File: src/rtl/raster_step_sequencer_pkg.sv
// Shared constants and encodings for the raster step sequencer and VGA timing.
package raster_step_sequencer_pkg;

    // VGA 640x480 timing, shared with the scan generator.
    localparam int unsigned H_ACTIVE = 640;
    localparam int unsigned H_TOTAL  = 800;
    localparam int unsigned V_ACTIVE = 480;
    localparam int unsigned V_TOTAL  = 525;

    typedef enum logic {
        KIND_FRAME = 1'b0,
        KIND_LINE  = 1'b1
    } step_kind_e;

    typedef enum logic [1:0] {
        StIdle    = 2'd0,
        StIssue   = 2'd1,
        StPending = 2'd2
    } state_e;

endpackage

File: src/rtl/raster_step_sequencer_if.sv
// Scan-position inputs, stepper handshake and debug outputs of the step sequencer.
interface raster_step_sequencer_if;
    logic       enable;
    logic [9:0] scan_x;
    logic [9:0] scan_y;
    logic       step_busy;
    logic       frame_step;
    logic       line_step;
    logic [9:0] draw_y;
    logic       overrun;
    logic [7:0] overrun_count;
    logic       pending;

    // Sequencer side: consumes scan position and busy, drives step pulses.
    modport master (
        input  enable, scan_x, scan_y, step_busy,
        output frame_step, line_step, draw_y, overrun, overrun_count, pending
    );

    // Stepper / scan-generator side.
    modport slave (
        output enable, scan_x, scan_y, step_busy,
        input  frame_step, line_step, draw_y, overrun, overrun_count, pending
    );
endinterface

File: src/rtl/raster_step_sequencer_sat_counter.sv
// Saturating up-counter with asynchronous active-low reset; sticks at all-ones.
module sat_counter #(
    parameter int unsigned WIDTH = 8
) (
    input  logic             clk,
    input  logic             rst_n,
    input  logic             inc,
    output logic [WIDTH-1:0] count
);

    logic [WIDTH-1:0] count_q;

    // Increment on request unless already at the maximum value.
    always_ff @(posedge clk or negedge rst_n) begin
        if (!rst_n) begin
            count_q <= '0;
        end else if (inc && (count_q != '1)) begin
            count_q <= count_q + WIDTH'(1);
        end
    end

    assign count = count_q;

endmodule

File: src/rtl/raster_step_sequencer.sv
// Issues one frame_step per frame and one line_step per visible line from the scan
// position, deferring steps while the stepper is busy and counting overruns.
module raster_step_sequencer #(
    parameter int unsigned H_ACTIVE  = raster_step_sequencer_pkg::H_ACTIVE,
    parameter int unsigned V_ACTIVE  = raster_step_sequencer_pkg::V_ACTIVE,
    parameter int unsigned V_TOTAL   = raster_step_sequencer_pkg::V_TOTAL,
    parameter int unsigned TRIGGER_X = H_ACTIVE
) (
    input  logic                           clk,
    input  logic                           rst_n,
    raster_step_sequencer_if.master        bus
);

    import raster_step_sequencer_pkg::*;

    localparam logic [9:0] TrigX     = 10'(TRIGGER_X);
    localparam logic [9:0] YFrame    = 10'(V_TOTAL - 1);
    localparam logic [9:0] YLastLine = 10'(V_ACTIVE - 2);

    logic       match_q, match_prev_q, trigger;
    logic       classified, trig_valid, overrun_pulse;
    step_kind_e trig_kind, kind_q, kind_d;
    logic [9:0] trig_target, target_q, target_d, draw_y_q;
    state_e     state_q, state_d;

    // Edge-detect the registered x match so each line triggers once even though
    // scan_x holds for two clocks per pixel.
    always_ff @(posedge clk or negedge rst_n) begin
        if (!rst_n) begin
            match_q      <= 1'b0;
            match_prev_q <= 1'b0;
        end else begin
            match_q      <= (bus.scan_x == TrigX);
            match_prev_q <= match_q;
        end
    end

    assign trigger = match_q & ~match_prev_q;

    // Decide step kind and target line from scan_y at the trigger.
    always_comb begin
        classified  = 1'b0;
        trig_kind   = KIND_LINE;
        trig_target = '0;
        if (bus.scan_y == YFrame) begin
            classified  = 1'b1;
            trig_kind   = KIND_FRAME;
        end else if (bus.scan_y <= YLastLine) begin
            classified  = 1'b1;
            trig_target = bus.scan_y + 10'd1;
        end
    end

    assign trig_valid = trigger & bus.enable & classified;

    // Next-state logic; a newer trigger always replaces any stored step.
    always_comb begin
        state_d       = state_q;
        kind_d        = kind_q;
        target_d      = target_q;
        overrun_pulse = 1'b0;
        if (trig_valid) begin
            kind_d   = trig_kind;
            target_d = trig_target;
        end
        unique case (state_q)
            StIdle, StIssue: begin
                if (trig_valid) begin
                    state_d       = bus.step_busy ? StPending : StIssue;
                    overrun_pulse = bus.step_busy;
                end else begin
                    state_d = StIdle;
                end
            end
            StPending: begin
                if (!bus.enable) begin
                    state_d = StIdle;
                end else if (trig_valid) begin
                    overrun_pulse = 1'b1;
                    state_d       = bus.step_busy ? StPending : StIssue;
                end else if (!bus.step_busy) begin
                    state_d = StIssue;
                end
            end
            default: state_d = StIdle;
        endcase
    end

    // State, stored step and draw_y; draw_y only changes when entering ISSUE.
    always_ff @(posedge clk or negedge rst_n) begin
        if (!rst_n) begin
            state_q  <= StIdle;
            kind_q   <= KIND_FRAME;
            target_q <= '0;
            draw_y_q <= '0;
        end else begin
            state_q  <= state_d;
            kind_q   <= kind_d;
            target_q <= target_d;
            if (state_d == StIssue) begin
                draw_y_q <= target_d;
            end
        end
    end

    sat_counter #(
        .WIDTH (8)
    ) u_overrun_counter (
        .clk   (clk),
        .rst_n (rst_n),
        .inc   (overrun_pulse),
        .count (bus.overrun_count)
    );

    assign bus.frame_step = (state_q == StIssue) && (kind_q == KIND_FRAME);
    assign bus.line_step  = (state_q == StIssue) && (kind_q == KIND_LINE);
    assign bus.draw_y     = draw_y_q;
    assign bus.overrun    = overrun_pulse;
    assign bus.pending    = (state_q == StPending);

endmodule

File: src/flat_wrapper.sv
// flat-port wrapper written by rule: the top's interface ports become plain ports
module raster_step_sequencer_flat import raster_step_sequencer_pkg::*;
#(
    parameter int unsigned H_ACTIVE  = raster_step_sequencer_pkg::H_ACTIVE,
    parameter int unsigned V_ACTIVE  = raster_step_sequencer_pkg::V_ACTIVE,
    parameter int unsigned V_TOTAL   = raster_step_sequencer_pkg::V_TOTAL,
    parameter int unsigned TRIGGER_X = H_ACTIVE
)
  (clk, rst_n, bus_enable, bus_scan_x, bus_scan_y, bus_step_busy, bus_frame_step, bus_line_step, bus_draw_y, bus_overrun, bus_overrun_count, bus_pending);
  raster_step_sequencer_if bus_i ();
  input  logic clk;
  input  logic rst_n;
  input wire logic [$bits(bus_i.enable)-1:0] bus_enable;
  input wire logic [$bits(bus_i.scan_x)-1:0] bus_scan_x;
  input wire logic [$bits(bus_i.scan_y)-1:0] bus_scan_y;
  input wire logic [$bits(bus_i.step_busy)-1:0] bus_step_busy;
  output wire logic [$bits(bus_i.frame_step)-1:0] bus_frame_step;
  output wire logic [$bits(bus_i.line_step)-1:0] bus_line_step;
  output wire logic [$bits(bus_i.draw_y)-1:0] bus_draw_y;
  output wire logic [$bits(bus_i.overrun)-1:0] bus_overrun;
  output wire logic [$bits(bus_i.overrun_count)-1:0] bus_overrun_count;
  output wire logic [$bits(bus_i.pending)-1:0] bus_pending;
  assign bus_i.enable = bus_enable;
  assign bus_i.scan_x = bus_scan_x;
  assign bus_i.scan_y = bus_scan_y;
  assign bus_i.step_busy = bus_step_busy;
  assign bus_frame_step = bus_i.frame_step;
  assign bus_line_step = bus_i.line_step;
  assign bus_draw_y = bus_i.draw_y;
  assign bus_overrun = bus_i.overrun;
  assign bus_overrun_count = bus_i.overrun_count;
  assign bus_pending = bus_i.pending;
  raster_step_sequencer #(.H_ACTIVE(H_ACTIVE), .V_ACTIVE(V_ACTIVE), .V_TOTAL(V_TOTAL), .TRIGGER_X(TRIGGER_X)) u_core (.clk(clk), .rst_n(rst_n), .bus(bus_i));
endmodule
File: config.mk
export PLATFORM = sky130hd
export DESIGN_NAME = raster_step_sequencer_flat
export DESIGN_NICKNAME = d
export VERILOG_FILES = /design/src/rtl/raster_step_sequencer_pkg.sv /design/src/rtl/raster_step_sequencer_if.sv /design/src/rtl/raster_step_sequencer_sat_counter.sv /design/src/rtl/raster_step_sequencer.sv /design/src/flat_wrapper.sv
export SDC_FILE = /design/constraint.sdc
export NUM_CORES = 1
export LEC_CHECK = 0
export CORE_MARGIN = 10
export CORE_UTILIZATION = 50
export DETAILED_ROUTE_END_ITERATION = 6
export PLACE_DENSITY = 0.92
export SLEW_MARGIN = 30
export SYNTH_ARGS = -nofsm -noshare
export SYNTH_HDL_FRONTEND = slang
export SYNTH_HIERARCHICAL = 1
export SYNTH_SLANG_ARGS = --single-unit
File: constraint.sdc
create_clock -name clk -period 3.5 [get_ports clk]
set_clock_uncertainty 0.05 [all_clocks]
set_input_delay 0.525 -clock clk [delete_from_list [all_inputs] [get_ports clk]]
set_output_delay 0.525 -clock clk [all_outputs]
set_load 0.1 [all_outputs]
==> impl_metrics.toml, run 1 <==
[setup_path]
cp-end-kind = "output pin"
cp_data_required_time_ns = 2.92
cp_max_fo = 6
cp.arrival_ns = 2.33
critPathKind = "primary input to output pin"
start_kind = "primary input"
r2r_slack_ns = 1.58

[drt]
totalWireLength_um = 3770
via_count = 1232
ant_nets = 0
post-route-drc-count = 0
dr.pass1.iters = 4
wl_per_cell_um = 16.7
drt_iter0_drc = 71
vias_per_cell = 5.45

[power]
ir_drop_mv = 0.244
leakagePower_nw = 0.983
powerDensity_nw_per_um2 = 316
p_total_uw = 681

[global_routing]
track_usage_pct = 13.0
grt_pass1_vias = 1251
grt_max_degree = 34
overflow = 0
grt_pass1_wl_um = 6220
antenna_found_initial = 0

[logic_synthesis]
ys_types = 42
synthFlopType = "dfrtp_1"
synth_top_family_by_area = "compound AO/OA/AOI/OAI gates"
synthCells = 129
synth_fp_nets = 157
yosys.area_share.simple_pct = 14.1
synth-seq-cells = 33
synthArstFlopShare_pct = 100
yosysWarnings = 6
syn_area_per_cell_sq_um = 12.1
synth.area.mux_share_pct = 8.87
synth_edf_count = 0
synthAdderAreaFrac_pct = 3.19
synth_area_sq_um = 1570
synthXorXnorAreaFrac_pct = 5.03
synth_compound_area_share_pct = 14.1
ys_seq_area_share_pct = 52.7

[place]
globalplace.congestion = 0.884
portBuffers = 45
dp_slack_ns = 0.522
dp.cells = 218
dpl_cell_area_sq_um = 2080
dp_hpwl_um = 2960

[floorplan]
num_io_pins = 46
core_area_sq_um = 3030
initial_core_util_pct = 51.7
die_y_um = 76.0
std_cell_rows = 20
die_area_sq_um = 5770
die_x_um = 76.0

[timing]
relSlewSlack_pct = 33.6
period_share_pct = 83.1
rsz0062_at_grt = "no"
whs_ns = 0.347
fin_tns_setup_ns = 0
period_needed_ns = 2.91
final_hold_viol_count = 0
setup_viol = 0
worst_slew_pin_slew_ns = 0.993
maxSlewViolCount = 0
timing.fmax_mhz = 344
fin_ws_ns = 0.590

[clock_tree]
cts_resized = 0
cts_buffers = 5
clk_path_buf_depth = 2
postCtsHoldBufs = 0
cts_setup_buffers = 0
clock_latency_ns = 0.33
htreeDepth = 2
clk_pin_slew_ns = 0.10
cts_root_buf = "clkbuf_4"
cts_tree = "built"
clock-sinks = 33

[finish]
final_cells = 226
antenna_cells = 0
final_util_pct = 71.2
final_area_sq_um = 2150
layout_common_cells = "41 x clkdlybuf4s50_1, 33 x dfrtp_1, 10 x mux2_2"
final_common_cell = "clkdlybuf4s50_1"
layout.nets = 209
drive_gt1_share_pct = 18.7
area_growth_pct = 37.5

[worst_hold_path]
min_path_type = "flop to flop"

[flow_run]
drv_cap = 0

[status]
status = "finished clean"
-- per-layer routing --
layer | routed length [um] | track usage [%] | up-vias
met3 | 265 | 5.19 | 6
met1 | 1510 | 13.8 | 594
met5 | 0 | 0 | -
met2 | 1960 | 23.0 | 45
met4 | 42 | 3.98 | 0
li1 | - | - | 587
-- state kept, by name, indices dropped and copies added (netlist names) --
signal / count
u_core/bus.draw_y: 10
u_core/kind_q: 1
u_core/match_prev_q: 1
u_core/match_q: 1
u_core/state_q: 2
u_core/target_q: 10
u_core/u_overrun_counter/count: 8
-- synthesized netlist by cell type (all sizes together), types with 4 or more instances --
library cell	count	area (sq um)
nor3	4	20.0
dfrtp	33	826
a22o	9	78.8
nand3	6	35.0
inv	4	15.0
mux2	12	139
xor2	6	52.6
nor2	6	22.5
a21oi	4	20.0
ha	4	50.1
nand2	4	15.0
-- cell type report --
type	instances	area, sq um
Clock inverter	1	5.00
Sequential cell	33	826
Tap cell	44	55.1
Timing Repair Buffer	48	475
Multi-Input combinational cell	89	713
Clock buffer	7	65.1
Fill cell	236	873
Inverter	4	15.0
-- worst paths after layout --
| check | startpoint | endpoint | cells past startpoint |
|---|---|---|---|
| setup / recovery | bus_scan_y[0] | bus_overrun | 8 |
| hold / removal | u_core/match_q$_DFF_PN0_ | u_core/match_prev_q$_DFF_PN0_ | 0 |
| setup reg to reg | u_core/match_prev_q$_DFF_PN0_ | u_core/u_overrun_counter/count[5]$_DFFE_PN0P_ | 6 |
| hold reg to reg | u_core/match_q$_DFF_PN0_ | u_core/match_prev_q$_DFF_PN0_ | 0 |
| max in group asynchronous | rst_n | u_core/target_q[6]$_DFF_PN0_ | 2 |
| min in group asynchronous | rst_n | u_core/match_q$_DFF_PN0_ | 2 |
-- report_power, final --
group | switching (mW) | internal, mW | total, mW | leakage, nW
Sequential | 0.000545 | 0.382 | 0.383 | 0.461
Clock | 0.125 | 0.116 | 0.241 | 0.0413
Combinational | 0.0256 | 0.0318 | 0.0574 | 0.480
-- critical path, cell delays in order --
cell and delay [ns]:
clkdlybuf4s50_1 0.53, inv_1 0.11, ha_1 0.20, nand2b_1 0.13, o31a_1 0.30, o21bai_1 0.22, nor2_2 0.13, buf_12 0.18
-- kinds of logic (layout without fill, tap and decap cells) --
family	Yosys count	in the layout
fa+ha+maj	4	4
flops	33	33
mux	12	12
xor+xnor	9	9
simple gates	36	36
buf+inv	7	60
compound gates	28	28
Note: power is estimated with default switching activity, not from simulation.
==> run 2: changes to the inputs <==
--- a/config.mk
+++ b/config.mk
@@ -6,9 +6,9 @@
 export NUM_CORES = 1
 export LEC_CHECK = 0
 export CORE_MARGIN = 10
-export CORE_UTILIZATION = 50
+export CORE_UTILIZATION = 46
 export DETAILED_ROUTE_END_ITERATION = 6
-export PLACE_DENSITY = 0.92
+export PLACE_DENSITY = 0.86
 export SLEW_MARGIN = 30
 export SYNTH_ARGS = -nofsm -noshare
 export SYNTH_HDL_FRONTEND = slang
==> constraint.sdc (replaced) <==
create_clock -name clk -period 2.9 [get_ports clk]
set_clock_uncertainty 0.05 [all_clocks]
set_input_delay 0.435 -clock clk [delete_from_list [all_inputs] [get_ports clk]]
set_output_delay 0.435 -clock clk [all_outputs]
set_load 0.1 [all_outputs]
==> run 2 against run 1 <==
  * Clock power rose by 6%
  * Routed wire length rose by 6.5%
  * Critical endpoint unchanged
  * Cell count rose by 4.0%
  * Die area rose by 6.4%
  * Largest power group unchanged
  * Worst hold slack improved by 0.0029 ns
  * Register-to-register slack got worse by 0.58 ns
  * Sequential share of layout area fell by 0.22 points
  * Setup slack got worse by 0.45 ns
  * Power rose by 17%
  * Final area rose by 0.58%
  * Critical path depth rose by 1
==> impl_metrics.toml, run 2 (same netlist as run 1, synthesis figures left out) <==
[global_routing]
antenna_found_initial = 0
grtUsageMet2_pct = 20.7
grt_pass1_wl_um = 6760
track_usage_pct = 13.6
grt_max_degree = 34
met3_usage_pct = 6.83
busiest_layer = "met2"
overflow = 0
grt_pass1_vias = 1372
grt_use_met1_pct = 16.0

[setup_path]
crit_family = "buffers and inverters"
cp.arrival_ns = 2.28
critical-path-max-stage-delay_ns = 0.48
timing.rr.start = "u_core/match_prev_q$_DFF_PN0_"
start_kind = "primary input"
critPathKind = "primary input to output pin"
cp_slowest_cell = "clkdlybuf4s50_1"
r2r_slack_ns = 1.00
cp-startpoint = "bus_scan_y[0]"
crit_chain = "clkdlybuf4s50_1, inv_1, buf_4, ha_1, nand2b_1, o31a_1, o21bai_2, nor2_4, buf_12"
cp_data_required_time_ns = 2.41
cp_max_fo = 6
cp-end-kind = "output pin"
critPathBufInv = 4

[place]
globalplace.congestion = 0.950
dp_hpwl_um = 3040
portBuffers = 45
dp_slack_ns = -0.125

[floorplan]
die_x_um = 78.4
die_area_sq_um = 6140
core_area_sq_um = 3310
num_io_pins = 46
std_cell_rows = 21
initial_core_util_pct = 47.3
die_y_um = 78.4

[drt]
totalWireLength_um = 4020
vias_per_cell = 5.47
dr.pass1.iters = 4
drt_iter0_drc = 154
ant_nets = 0
wl_per_cell_um = 17.1
via_count = 1286
post-route-drc-count = 0

[power]
pwr-share-comb_pct = 10.0
leakagePower_nw = 1.04
p_sw_uw = 200
ir_drop_mv = 0.288
clkPwrFrac_pct = 32.1
p_total_uw = 798
powerDensity_nw_per_um2 = 368
seq_power_share_pct = 57.9
p_sw_share_pct = 25.1
p_int_uw = 597

[clock_tree]
cts_root_buf = "clkbuf_4"
htreeDepth = 2
clock_latency_ns = 0.35
clock-sinks = 33
clk_path_buf_depth = 2
cts_setup_buffers = 0
clk_pin_slew_ns = 0.10
postCtsHoldBufs = 0
cts_tree = "built"
cts_buffers = 5

[finish]
layout_common_cells = "33 x dfrtp_1, 31 x buf_4, 23 x clkdlybuf4s50_1"
antenna_cells = 0
drive_gt1_share_pct = 32.8
final_common_cell = "dfrtp_1"
area_growth_pct = 38.3
layout.nets = 216

[timing]
worst_slew_pin_slew_ns = 0.756
fin_ws_ns = 0.139
maxSlewViolCount = 0
rsz0062_at_grt = "no"
whs_ns = 0.350
setup_viol = 0
final_hold_viol_count = 0
relSlewSlack_pct = 49.5
period_needed_ns = 2.76
timing.fmax_mhz = 362
fin_tns_setup_ns = 0
period_share_pct = 95.2

[worst_hold_path]
hold_path_startpoint = "u_core/match_q$_DFF_PN0_"
min_path_type = "flop to flop"

[status]
status = "finished clean"

[flow_run]
drv_cap = 0
## run 2: cell count changes in the layout (fill, tap and decap cells not counted), sizes merged
cell	previous run	this run
buf	7	32
clkbuf	7	5
clkdlybuf4s50	41	23
clkinv	1	2
clkinvlp	0	1
## run 2: final timing paths
kind	to	depth (start not counted)
min in group asynchronous	u_core/target_q[3]$_DFF_PN0_	2
worst min-delay path	u_core/match_prev_q$_DFF_PN0_	0
worst max-delay path	bus_overrun	9
worst max register to register	u_core/u_overrun_counter/count[5]$_DFFE_PN0P_	6
max in group asynchronous	u_core/bus.draw_y[1]$_DFFE_PN0N_	2
worst min register to register	u_core/match_prev_q$_DFF_PN0_	0
## run 2: what timing repair did
item | CTS | global route
endpoints found under the hold margin | 0 | 0
endpoints found under the setup margin | 0 | 1
gates resized for setup | 0 | 1
## run 2: power groups by stage
stage / registers (mW) / logic [mW] / clock network, mW
global placement: 0.471 / 0.0766 / 0
floorplan: 0.472 / 0.0172 / 0
global route: 0.462 / 0.0865 / 0.284
detailed placement: 0.471 / 0.0787 / 0
CTS: 0.462 / 0.0793 / 0.262
finish: 0.462 / 0.0794 / 0.256
## run 2: metrics by stage
step	utilization, %	instance area (sq um)	std cells
floorplan	-	1580	129
global placement	63.6	2100	227
detailed placement	63.6	2100	227
CTS	65.2	2160	235
global route	65.5	2170	235
finish	65.5	2170	235
## run 2: cell type report
class,count,area [sq um]
Sequential cell,33,826
Clock buffer,5,37.5
Timing Repair Buffer,55,483
Multi-Input combinational cell,89,731
Tap cell,46,57.6
Clock inverter,3,17.5
Fill cell,285,1140
Inverter,4,15.0
## run 2: metal layers
metal | wire [um] | vias up
li1 | - | 599
met1 | 1710 | 625
met2 | 1880 | 56
met3 | 367 | 6
met4 | 55 | 0
met5 | 0 | -
==> run 3: changes to the inputs <==
==> constraint.sdc (replaced) <==
create_clock -name clk -period 2.9 [get_ports clk]
set_clock_uncertainty 0.05 [all_clocks]
set_input_delay 0.87 -clock clk [delete_from_list [all_inputs] [get_ports clk]]
set_output_delay 0.87 -clock clk [all_outputs]
set_load 0.1 [all_outputs]
==> run 3 against run 2 <==
  * The flow now finishes with violations (negative setup slack)
  * Via count is 4.4% higher
  * Highest routed layer unchanged
  * Critical path depth stayed put
  * Utilization is 7.1 points higher
  * Maximum frequency is 7.7% lower
  * Clock power is 4% lower
  * Largest power group unchanged
  * Global-route usage is 1.1 points higher
  * Die area stayed put
  * Clock-buffer cell count stayed put
==> impl_metrics.toml, run 3 (same netlist as run 1, synthesis figures left out) <==
[finish]
final_util_pct = 72.6
final_common_cell = "buf_4"
layout_common_cells = "47 x buf_4, 33 x dfrtp_1, 13 x clkdlybuf4s50_1"
antenna_cells = 0
final_area_sq_um = 2400
seqCellArea_sq_um = 826
drive_gt1_share_pct = 41.8
area_growth_pct = 53.4
layout.nets = 235
fillers = 244
multi_input_area_sq_um = 759

[setup_path]
start_kind = "primary input"
cp_data_required_time_ns = 1.98
crit_chain = "buf_8, buf_12, inv_12, ha_4, nand4b_1, and4bb_2, o21bai_4, nor2_4, buf_12"
r2r-end = "u_core/u_overrun_counter/count[5]$_DFFE_PN0P_"
crit_family = "simple AND/OR/NAND/NOR gates"
cp-end-kind = "output pin"
critPathBufInv = 4
cp.arrival_ns = 2.07
critical-path-max-stage-delay_ns = 0.35
cp_max_fo = 2
cp_slowest_cell = "and4bb_2"
r2r_slack_ns = 1.03
cpMostUsedCell = "buf_12"
timing.rr.start = "u_core/state_q[1]$_DFF_PN0_"
reg2reg_depth = 8
critPathKind = "primary input to output pin"

[global_routing]
grt_pass1_wl_um = 7200
antenna_found_initial = 0
grt_max_degree = 34
overflow = 0
grt_pass1_vias = 1478
track_usage_pct = 14.7

[drt]
totalWireLength_um = 4270
post-route-drc-count = 0
dr.pass1.iters = 4
via_count = 1343
ant_nets = 0
vias_per_cell = 5.29
drt_iter0_drc = 82
wl_per_cell_um = 16.8

[place]
portBuffers = 45
globalplace.congestion = 0.851
dp_hpwl_um = 3350
dpl_cell_area_sq_um = 2280
dp_slack_ns = -0.662

[timing]
timing.fmax_mhz = 334
period_needed_ns = 2.99
worst_slew_pin_slew_ns = 0.762
maxSlewViolCount = 0
period_share_pct = 103
setup_viol = 1
relSlewSlack_pct = 49.1
fin_ws_ns = -0.0919
final_hold_viol_count = 0
fin_tns_setup_ns = -0.0919
rsz0062_at_grt = "yes"

[worst_hold_path]
hold_path_startpoint = "u_core/match_q$_DFF_PN0_"
min_path_type = "flop to flop"
hold_end = "u_core/match_prev_q$_DFF_PN0_"
hold_depth = 0

[floorplan]
die_x_um = 78.4
core_area_sq_um = 3310
std_cell_rows = 21
die_y_um = 78.4
die_area_sq_um = 6140
num_io_pins = 46
initial_core_util_pct = 47.3

[power]
ir_drop_mv = 0.281
leakagePower_nw = 1.18
powerDensity_nw_per_um2 = 336

[clock_tree]
clk_pin_slew_ns = 0.10
clk_path_buf_depth = 2
clock-sinks = 33
clock_latency_ns = 0.34
cts_tree = "built"
htreeDepth = 2
cts_buffers = 5
cts_root_buf = "clkbuf_4"
postCtsHoldBufs = 0

[status]
violations = "negative setup slack"
status = "finished, violations left"

[flow_run]
drv_cap = 0
[run 3: layout make-up]
cell class              count  area share (%)
flip-flops and latches     33            34.4
multi-input cells          89            31.6
repair buffers             74            27.7
well taps                  46            2.40
inverters                   4            1.67
clock buffers               5            1.56
clock inverters             3           0.729
[run 3: timing repair]
| action | in CTS | in global routing |
|---|---|---|
| gates resized for setup | 20 | 5 |
| setup endpoints to repair | 3 | 1 |
| pin swaps | 5 | 3 |
| setup buffers | 3 | 4 |
[run 3: through the flow]
step	hold slack, ns	power, mW	instances
6_report	0.354	0.807	254
3_5_place_dp	0.341	0.568	240
2_1_floorplan	0.304	0.492	129
5_1_grt	0.376	0.846	254
4_1_cts	0.364	0.815	251
3_3_place_gp	0.311	0.563	240
[run 3: worst max-delay path by stage]
stage,from,cells after the start,to
detailed placement,bus_scan_y[0],10,bus_overrun
finish,bus_scan_y[1],9,bus_overrun
CTS,bus_scan_y[0],10,bus_overrun
global placement,bus_scan_y[0],9,bus_overrun
global route,bus_scan_y[1],9,bus_overrun
floorplan,bus_scan_y[1],10,u_core/u_overrun_counter/count[5]$_DFFE_PN0P_
[run 3: metal layers]
layer | share of wire (%) | track usage (%)
met1 | 40 | 15.1
met4 | 1.9 | 6.09
met5 | 0 | 0
met3 | 5.2 | 5.58
met2 | 53 | 26.1
[run 3: where the power goes]
group	internal, mW	switching [mW]
logic	0.0568	0.0423
registers	0.461	0.000658
clock network	0.0912	0.155
total	0.609	0.198
